--- config.mk ---
export PLATFORM = sky130hd
export DESIGN_NAME = fifo_write_arbiter
export DESIGN_NICKNAME = d
export VERILOG_FILES = /design/src/rtl/fifo_arb_pkg.sv /design/src/rtl/fifo_write_arbiter_rr_pick.sv /design/src/rtl/fifo_write_arbiter.sv
export SDC_FILE = /design/constraint.sdc
export NUM_CORES = 1
export LEC_CHECK = 0
export ABC_AREA = 0
export CORE_AREA = 3 3 131 133
export CTS_CLUSTER_SIZE = 14
export DETAILED_ROUTE_END_ITERATION = 6
export DIE_AREA = 0 0 134 136
export PLACE_DENSITY = 0.57
export SYNTH_ARGS = -nofsm -noshare
export SYNTH_HDL_FRONTEND = slang
export SYNTH_SLANG_ARGS = --single-unit
--- constraint.sdc ---
create_clock -name clk -period 2.2 [get_ports clk]
set_input_delay 0.44 -clock clk [delete_from_list [all_inputs] [get_ports clk]]
set_output_delay 0.44 -clock clk [all_outputs]
set_load 0.01 [all_outputs]
--- src/rtl/fifo_arb_pkg.sv ---
// Shared constants and width helpers for the FIFO write-port arbiter.
package fifo_arb_pkg;

  localparam logic ST_IDLE  = 1'b0;
  localparam logic ST_GRANT = 1'b1;

  // Index/counter width that never collapses to zero bits.
  function automatic int min1_clog2(input int x);
    return (x > 2) ? $clog2(x) : 1;
  endfunction

endpackage

--- src/rtl/fifo_write_arbiter_rr_pick.sv ---
// Round-robin picker: first asserted request after prev, wrapping modulo C_NUM_REQ.
module rr_pick
  import fifo_arb_pkg::*;
#(
  parameter int C_NUM_REQ = 4,
  parameter int SRC_W     = min1_clog2(C_NUM_REQ)
) (
  input  logic [C_NUM_REQ-1:0] req,
  input  logic [SRC_W-1:0]     prev,
  output logic                 any,
  output logic [SRC_W-1:0]     idx
);

  localparam int unsigned NUM = C_NUM_REQ;

  logic [2*C_NUM_REQ-1:0] dbl_req;
  logic [2*C_NUM_REQ-1:0] shifted;
  logic [SRC_W:0]         start;
  logic                   found;
  int unsigned            pos;

  // Rotating the doubled vector puts prev+1 at bit 0, so the lowest set bit wins.
  always_comb begin
    start   = {1'b0, prev} + 1'b1;
    dbl_req = {req, req};
    shifted = dbl_req >> start;
    any     = |req;
    idx     = '0;
    found   = 1'b0;
    pos     = 0;
    for (int unsigned k = 0; k < NUM; k++) begin
      if (!found && shifted[k]) begin
        found = 1'b1;
        pos   = 32'(start) + k;
        if (pos >= NUM) pos = pos - NUM;
        idx   = pos[SRC_W-1:0];
      end
    end
  end

endmodule

--- src/rtl/fifo_write_arbiter.sv ---
// Round-robin share of one FIFO write port; grant lasts one packet or C_MAX_BURST beats.
module fifo_write_arbiter
  import fifo_arb_pkg::*;
#(
  parameter int C_DATA_WIDTH = 64,
  parameter int C_NUM_REQ    = 4,
  parameter int C_MAX_BURST  = 8,
  localparam int SRC_W       = min1_clog2(C_NUM_REQ)
) (
  input  logic                              clk,
  input  logic                              reset,
  input  logic [C_NUM_REQ-1:0]              s_valid,
  output logic [C_NUM_REQ-1:0]              s_ready,
  input  logic [C_NUM_REQ*C_DATA_WIDTH-1:0] s_data,
  input  logic [C_NUM_REQ-1:0]              s_last,
  output logic                              m_valid,
  input  logic                              m_ready,
  output logic [C_DATA_WIDTH+SRC_W:0]       m_data
);

  localparam int          BEAT_W = min1_clog2(C_MAX_BURST);
  localparam int unsigned NUM    = C_NUM_REQ;

  logic                    state;
  logic [SRC_W-1:0]        gnt;
  logic [SRC_W-1:0]        prev;
  logic [BEAT_W-1:0]       beats;

  logic                    pick_any;
  logic [SRC_W-1:0]        pick_idx;
  logic [C_DATA_WIDTH-1:0] data_arr [C_NUM_REQ];
  logic                    cap;
  logic                    m_last;
  logic                    xfer;

  rr_pick #(
    .C_NUM_REQ (C_NUM_REQ),
    .SRC_W     (SRC_W)
  ) u_pick (
    .req  (s_valid),
    .prev (prev),
    .any  (pick_any),
    .idx  (pick_idx)
  );

  always_comb begin
    for (int unsigned i = 0; i < NUM; i++)
      data_arr[i] = s_data[i*C_DATA_WIDTH +: C_DATA_WIDTH];
  end

  // Burst cap forces last so the remainder re-arbitrates as a fresh grant.
  always_comb begin
    cap     = (beats == BEAT_W'(C_MAX_BURST - 1));
    m_last  = s_last[gnt] | cap;
    m_valid = (state == ST_GRANT) && s_valid[gnt];
    m_data  = {m_last, gnt, data_arr[gnt]};
    s_ready = '0;
    if (state == ST_GRANT) s_ready[gnt] = m_ready;
    xfer    = m_valid && m_ready;
  end

  always_ff @(posedge clk) begin
    if (reset) begin
      state <= ST_IDLE;
      gnt   <= '0;
      prev  <= SRC_W'(C_NUM_REQ - 1);
      beats <= '0;
    end else begin
      case (state)
        ST_IDLE: begin
          if (pick_any) begin
            gnt   <= pick_idx;
            prev  <= pick_idx;
            beats <= '0;
            state <= ST_GRANT;
          end
        end
        default: begin
          if (xfer) begin
            beats <= beats + 1'b1;
            if (m_last) state <= ST_IDLE;
          end
        end
      endcase
    end
  end

endmodule

# Yosys cells after proc, flatten, opt, wreduce, memory -nomap -nowiden
# Index checks and enable logic that the tools add are counted.
dict set report totals {
  regBits 8
  input_bits 267
  word_cells 68
}
dict set report classes {
  n_addsub 9
  n_lt_le_gt_ge 7
  n_eq_ne 2
  shifts 1
  n_mux 28
  bitwise_logic 4
  reduce_logical 13
}
# operator count
set op_table {}
lappend op_table {{$bmux 64 s2} 1}
lappend op_table {{$mux 64} 2}
lappend op_table {{$mux 2} 8}
lappend op_table {{$ge 4x3->1 const B} 3}
lappend op_table {{$mux 1} 10}
lappend op_table {{$mux 3} 3}
lappend op_table {{$add 3x2->4 const B} 2}
lappend op_table {{$shr 8x3->4} 1}
lappend op_table {{$sub 2x1->2 const B} 4}
lappend op_table {{$ge 3x3->1 const B} 2}
lappend op_table {{$logic_and 1x1->1} 6}
lappend op_table {{$add 3x1->4 const B} 1}
lappend op_table {{$and 4x4->4} 1}
lappend op_table {{$bmux 1 s2} 2}
lappend op_table {{$mux 4} 1}
lappend op_table {{$reduce_and 2->1} 2}
lappend op_table {{$reduce_or 4->1} 1}
lappend op_table {{$add 2x1->3 const B} 1}
lappend op_table {{$add 3x1->3 const B} 1}
lappend op_table {{$eq 3x3->1 const B} 1}
lappend op_table {{$logic_not 1->1} 3}
lappend op_table {{$lt 2x3->1 const B} 1}
lappend op_table {{$not 2->3} 1}
lappend op_table {{$demux 1 s2} 1}
lappend op_table {{5 further kinds} 5}

# Depth between registers and ports, before layout
# Gate-level depths: netlist of run 1.
dict set report depth {
  ltp_word 12
  ltp_mapped 6
  depth_no_buf 4
}

# Hierarchy
# From an unflattened synthesis of run 1, not the netlist that was laid out.
dict set report unflattened {
  cells_unflattened 145
  hier_area_um2 2063.2
}
# mod instances cells_each area_each_um2
set modules_own_cells {}
lappend modules_own_cells {fifo_write_arbiter 1 131 1981.9}
lappend modules_own_cells {rr_pick 1 14 81.3}

# Least setup slack after synthesis of run 1
# Ideal clock, no wire load.
dict set report synth_path {
  kind {flip-flop to output port}
  start {register gnt[0]}
  end {output port m_data[41]}
  arrival_time_ps 1525
  t_required_ps 1760
  path_slack_ps 235
  path_stages_with_launch 5
  cell_sequence {dfxtp_1 -> buf_6 -> buf_4 -> buf_2 -> mux4_2}
}
dict set report synth_between {
  elab_chain_len 4
}
# item line
set synth_lines {}
lappend synth_lines {{from (decl)} fifo_write_arbiter.sv:25} ;# logic [SRC_W-1:0] gnt;
lappend synth_lines {{from (signal assigned)} fifo_write_arbiter.sv:72} ;# gnt <= pick_idx;
lappend synth_lines {{$not 2->3 (not written as such)} fifo_write_arbiter.sv:56} ;# m_data = {m_last, gnt, data_arr[gnt]};
lappend synth_lines {{$bmux 64 s2} fifo_write_arbiter.sv:56}
lappend synth_lines {{$mux 64 (not written as such) (2 in series)} fifo_write_arbiter.sv:56}
lappend synth_lines {{to (decl)} fifo_write_arbiter.sv:18} ;# output logic [C_DATA_WIDTH+SRC_W:0] m_data
# Every way passes these cells. The select of a mux whose other input is x is not followed.

# Worst setup path after layout of run 1
dict set report layout_path {
  start {register gnt[0]}
  end {output port m_data[0]}
}
# Same word-level chain as after synthesis.

==> results of run 1 <==
[cell type report]
class                      instances  area share (%)
multi-input combinational        112            30.3
timing repair buffer             367            60.7
clock buffer                       3            1.27
inverter                           3           0.191
sequential                         8            2.84
tap                              216            4.58
antenna                            2          0.0849
[per-stage QoR]
step,power [mW],TNS [ps],area (um2)
after floorplan,0.751,0,2060
after global placement,1.70,-4250,5790
after detailed placement,1.71,-4580,5790
after CTS,1.97,-709,5890
after global routing,2.03,-0.477,5900
final,1.94,0,5900
[registers in the layout, summed over array words and instances (netlist names)]
signal  flops
beats       3
prev        2
gnt         2
state       1
[worst max-delay path, cell delays in order, from the launching register on]
cell	delay (ps)
dfxtp_4	380
buf_4	130
buf_12	140
mux4_2	530
dlygate4sd2_1	310
[placed cells by master, fill, tap and decap left out, types with 3 or more instances in the layout]
master	n
clkdlybuf4s15_1	4
dlygate4sd2_1	40
nand3_1	5
a21oi_1	6
dlymetal6s2s_1	4
nor2_1	4
clkdlybuf4s50_1	270
mux4_2	65
nand3b_1	3
nand2_1	6
buf_2	18
clkbuf_16	4
inv_1	3
buf_12	6
dfxtp_1	6
buf_4	19
[timing repair]
item	CTS	global route
gates resized for setup	125	14
gates cloned	2	1
pin swaps	0	0
setup buffers	8	3
setup endpoints to repair	66	37
[per-layer routing]
metal	part of all wire [%]	vias up	wire, um
met1	37	1514	5850
met5	0.083	-	13
met2	54	145	8420
met3	7.4	16	1160
met4	1.5	2	231
li1	-	1355	-
[power breakdown]
| group | leakage [nW] | total [mW] | internal, mW | switching (mW) |
|---|---|---|---|---|
| Clock | 0.0370 | 0.304 | 0.234 | 0.0701 |
| Sequential | 0.0672 | 0.178 | 0.157 | 0.0208 |
| Combinational | 2.07 | 1.46 | 0.971 | 0.485 |
| Total | 2.18 | 1.94 | 1.36 | 0.576 |
[kinds of logic after synthesis]
| group | share of synthesized area [%] |
|---|---|
| buffers and inverters | 5.88 |
| AOI/OAI and AO/OA | 5.82 |
| muxes | 71.9 |
| and+or+nand+nor | 7.45 |
| adders and majority gates | 1.21 |
| DFF | 7.76 |
[how the worst min path moves through the flow]
| stage | start | to | cells past startpoint |
|---|---|---|---|
| 3_5_place_dp | beats[2]$_SDFFE_PP0P_ | beats[2]$_SDFFE_PP0P_ | 2 |
| 5_1_grt | beats[2]$_SDFFE_PP0P_ | beats[2]$_SDFFE_PP0P_ | 2 |
| 2_1_floorplan | beats[2]$_SDFFE_PP0P_ | beats[2]$_SDFFE_PP0P_ | 2 |
| 6_report | beats[2]$_SDFFE_PP0P_ | beats[2]$_SDFFE_PP0P_ | 2 |
| 3_3_place_gp | beats[2]$_SDFFE_PP0P_ | beats[2]$_SDFFE_PP0P_ | 2 |
| 4_1_cts | beats[2]$_SDFFE_PP0P_ | beats[2]$_SDFFE_PP0P_ | 2 |
==> impl_metrics.env, run 1 <==
export IMPL_met3_usage_pct=3.89
export IMPL_r2r_end="state$_SDFF_PP0_"
export IMPL_syn_avg_cell_area_um2=14.6
export IMPL_crit_fanout=10
export IMPL_ys_types=32
export IMPL_area_delta_synth_final_pct=186
export IMPL_rows=46
export IMPL_hold_class="reg2reg"
export IMPL_synth_area_um2=2060
export IMPL_h_tree_depth=1
export IMPL_crit_path_end="m_data[0]"
export IMPL_ff2ff_path_depth=6
export IMPL_antenna_found_initial=3
export IMPL_drcViolationCount=0
export IMPL_clk_pin_slew_ps=40
export IMPL_arrival_ps=1710
export IMPL_clkLatencyLatePin_ps=230
export IMPL_synth_top_area_share_pct=70.9
export IMPL_grt_overflow_total=0
export IMPL_die_y_um=136
export IMPL_fillers=1606
export IMPL_fin_skew_ps=0.496
export IMPL_synth_common_cells="65 x mux4_2, 8 x dfxtp_1"
export IMPL_drive_above_1_share_pct=25.4
export IMPL_dp_cells=694
export IMPL_start_kind="flop"
export IMPL_wl_per_cell_um=22.0
export IMPL_viasPerCell=4.26
export IMPL_synth_edf_count=0
export IMPL_num_vias=3032
export IMPL_vdd_drop_max_v=0.000186
export IMPL_period_share_pct=97.7
export IMPL_ctsRootBufferMaster="clkbuf_16"
export IMPL_pre_cts_slack_ps=-252
export IMPL_status="finished clean"
export IMPL_period_needed_ps=2150
export IMPL_async_flop_share_pct=0
export IMPL_final_cells=711
export IMPL_leakagePower_nw=2.18
export IMPL_whs_ps=471
export IMPL_hold_violations=0
export IMPL_power_density_nw_per_um2=329
export IMPL_max_freq_mhz=465
export IMPL_cp_required_ps=1760
export IMPL_drt_iter0_drc=122
export IMPL_drt_pass1_iter_count=4
export IMPL_cts_hold_buffers=0
export IMPL_die_area_um2=18200
export IMPL_clk_path_buf_depth=2
export IMPL_r2r_start="gnt[0]$_SDFFE_PP0P_"
export IMPL_path_class="reg2out"
export IMPL_post_route_util_pct=37.0
export IMPL_drtAntennaViolNets=0
export IMPL_grt_max_degree=33
export IMPL_multiInputGateArea_um2=1790
export IMPL_grt_pass1_vias=3200
export IMPL_use_met2_pct=28.8
export IMPL_synth_area_leaders="mux4_2 71%, dfxtp_1 7.8%, buf_4 2.2%"
export IMPL_synthCells=141
export IMPL_regToRegSetupSlack_ps=450
export IMPL_synthMostInstantiatedCell="mux4_2"
export IMPL_ios=339
export IMPL_core_area_um2=15900
export IMPL_cts_sinks=8
export IMPL_cts_inserted_buffers=3
export IMPL_ys_dominant_reg_cell="dfxtp_1"
export IMPL_start_util_pct=12.9
export IMPL_slew_violations=0
export IMPL_routabilityCongestion=0.886
export IMPL_final_nets=764
export IMPL_tightest_slew_ps=495
export IMPL_grtUsageMet1_pct=18.6
export IMPL_slew_headroom_pct=66.5
export IMPL_tritoncts="done"
export IMPL_seq_area_frac_synth_pct=7.76
export IMPL_final_setup_viol_count=0
export IMPL_yosys_area_top_type="mux4_2"
export IMPL_ys_seq_elements=8
export IMPL_ys_warnings_count=0
export IMPL_syn_nets=410
export IMPL_place_hpwl_mm=13.6
export IMPL_grt_use_total_pct=15.7
export IMPL_worst_slack_ps=49.7
export IMPL_maxCapViolCount=0
export IMPL_die_w_um=134
export IMPL_crit_path_start="gnt[0]$_SDFFE_PP0P_"
export IMPL_final_seq_area_um2=168
export IMPL_grt_pass1_wl_mm=21.6
export IMPL_busiest_layer="met2"
export IMPL_io_buffers=338
export IMPL_wl_mm=15.7
export IMPL_cp_end_kind="output pin"
No activity file was read; power rests on OpenSTA's default activity.
==> run 2: changes to the inputs <==
==> constraint.sdc (replaced) <==
create_clock -name clk -period 2.2 [get_ports clk]
set_input_delay 0.22 -clock clk [delete_from_list [all_inputs] [get_ports clk]]
set_output_delay 0.22 -clock clk [all_outputs]
set_load 0.01 [all_outputs]
==> run 2 against run 1 <==
- sequential share of layout area hardly changed
- final cell count is 2.8% lower
- core utilization is 0.11 points lower
- combinational power hardly changed
- power is 0.53% higher
- worst hold slack hardly changed
- register-to-register slack better by 80 ps
- die area stayed put
- wire length is 0.87% lower
- critical endpoint is now m_data[48]
- largest cell class unchanged
==> impl_metrics.env, run 2 (same netlist as run 1, synthesis figures left out) <==
export IMPL_status="finished clean"
export IMPL_period_needed_ps=2140
export IMPL_hold_violations=0
export IMPL_ctsRootBufferMaster="clkbuf_16"
export IMPL_largest_register="beats"
export IMPL_clock_power_share_pct=16.2
export IMPL_p_switching_mw=0.570
export IMPL_clkLatencyLatePin_ps=230
export IMPL_fillers=1566
export IMPL_clk_path_buf_depth=2
export IMPL_tightest_slew_ps=506
export IMPL_core_area_um2=15900
export IMPL_rsz0062_at_grt="no"
export IMPL_ios=339
export IMPL_final_nets=743
export IMPL_num_vias=2961
export IMPL_die_w_um=134
export IMPL_maxCapViolCount=0
export IMPL_wl_mm=15.5
export IMPL_grt_pass1_vias=3086
export IMPL_worst_slack_ps=55.9
export IMPL_grt_overflow_total=0
export IMPL_start_util_pct=12.9
export IMPL_fin_skew_ps=4.82
export IMPL_tns_ps=0
export IMPL_final_seq_area_um2=168
export IMPL_viasPerCell=4.29
export IMPL_grt_use_total_pct=15.5
export IMPL_drtAntennaViolNets=0
export IMPL_start_kind="flop"
export IMPL_grt_max_degree=37
export IMPL_crit_path_cell_trace="buf_16 > mux4_2 > clkdlybuf4s50_1"
export IMPL_worstPathBufferInverterCount=2
export IMPL_clk_pin_slew_ps=40
export IMPL_tritoncts="done"
export IMPL_top_regs="beats x3, gnt x2, prev x2"
export IMPL_cp_slowest_cell="mux4_2"
export IMPL_area_delta_synth_final_pct=185
export IMPL_io_buffers=338
export IMPL_cts_sinks=8
export IMPL_routabilityCongestion=0.842
export IMPL_arrival_ps=1920
export IMPL_cp_required_ps=1980
export IMPL_rows=46
export IMPL_die_y_um=136
export IMPL_drive_above_1_share_pct=17.5
export IMPL_final_common_cell="clkdlybuf4s50_1"
export IMPL_whs_ps=472
export IMPL_power_mw=1.95
export IMPL_largest_reg_flops=3
export IMPL_drt_iter0_drc=141
export IMPL_pre_cts_slack_ps=172
export IMPL_antenna_found_initial=3
export IMPL_hold_class="reg2reg"
export IMPL_post_route_util_pct=36.9
export IMPL_max_stage_delay_ps=510
export IMPL_final_setup_viol_count=0
export IMPL_drcViolationCount=0
export IMPL_wl_per_cell_um=22.5
export IMPL_path_class="reg2out"
export IMPL_multiInputGateArea_um2=1780
export IMPL_slew_headroom_pct=65.8
export IMPL_cp_end_kind="output pin"
export IMPL_place_hpwl_mm=13.4
export IMPL_vdd_drop_max_v=0.000227
export IMPL_crit_family="buffers and inverters"
export IMPL_p_int_mw=1.38
export IMPL_cts_inserted_buffers=3
export IMPL_h_tree_depth=1
export IMPL_cts_hold_buffers=0
export IMPL_period_share_pct=97.5
export IMPL_slew_violations=0
export IMPL_leakagePower_nw=2.22
export IMPL_drt_pass1_iter_count=4
export IMPL_p_comb_share_pct=74.2
export IMPL_seq_power_share_pct=9.7
export IMPL_die_area_um2=18200
export IMPL_final_cell_mix="283 x clkdlybuf4s50_1, 65 x mux4_2, 32 x dlygate4sd2_1, 23 x dlymetal6s2s_1"
export IMPL_switching_share_pct=29.2
export IMPL_max_freq_mhz=466
export IMPL_grt_pass1_wl_mm=21.3
export IMPL_power_density_nw_per_um2=331
export IMPL_crit_fanout=16
run 2: repair_timing:
item	4_1_cts	5_1_grt
hold endpoints to repair	0	0
resized for setup	34	24
cloned	1	1
setup endpoints to repair	64	17
buffers inserted	2	0
run 2: worst paths after layout:
check,startpoint,endpoint,slack (ps),depth (start not counted)
setup / recovery,gnt[0]$_SDFFE_PP0P_,m_data[48],60,3
hold / removal,beats[2]$_SDFFE_PP0P_,beats[2]$_SDFFE_PP0P_,470,2
setup reg to reg,gnt[0]$_SDFFE_PP0P_,state$_SDFF_PP0_,530,4
hold reg to reg,beats[2]$_SDFFE_PP0P_,beats[2]$_SDFFE_PP0P_,470,2
run 2: metrics by stage:
| stage | cells | area [um2] |
|---|---|---|
| final | 691 | 5880 |
| after global routing | 691 | 5880 |
| after CTS | 688 | 5800 |
| after detailed placement | 681 | 5700 |
| after global placement | 681 | 5700 |
| after floorplan | 141 | 2060 |
run 2: metal layers:
metal  track usage, %  share of wire, %
met4             3.09               1.4
met5                0             0.052
met2             28.3                54
met1             18.7                38
met3             3.37               6.5
run 2: worst reg2reg max path, stage by stage (launching register included):
cell and delay (ps):
dfxtp_4 460, buf_4 170, mux4_2 480, or2_4 240, a221oi_2 220
run 2: power by group through the flow:
stage	logic [mW]	clock network [mW]	registers, mW
5_1_grt	1.53	0.328	0.192
2_1_floorplan	0.582	0	0.169
3_5_place_dp	1.50	0	0.187
6_report	1.44	0.315	0.189
3_3_place_gp	1.49	0	0.186
4_1_cts	1.47	0.321	0.186
run 2: cell type report:
class,instances,area share (%)
sequential,8,2.85
tap,216,4.60
multi-input combinational,112,30.3
antenna,2,0.0851
timing repair buffer,346,60.6
inverter,3,0.192
clock buffer,4,1.34
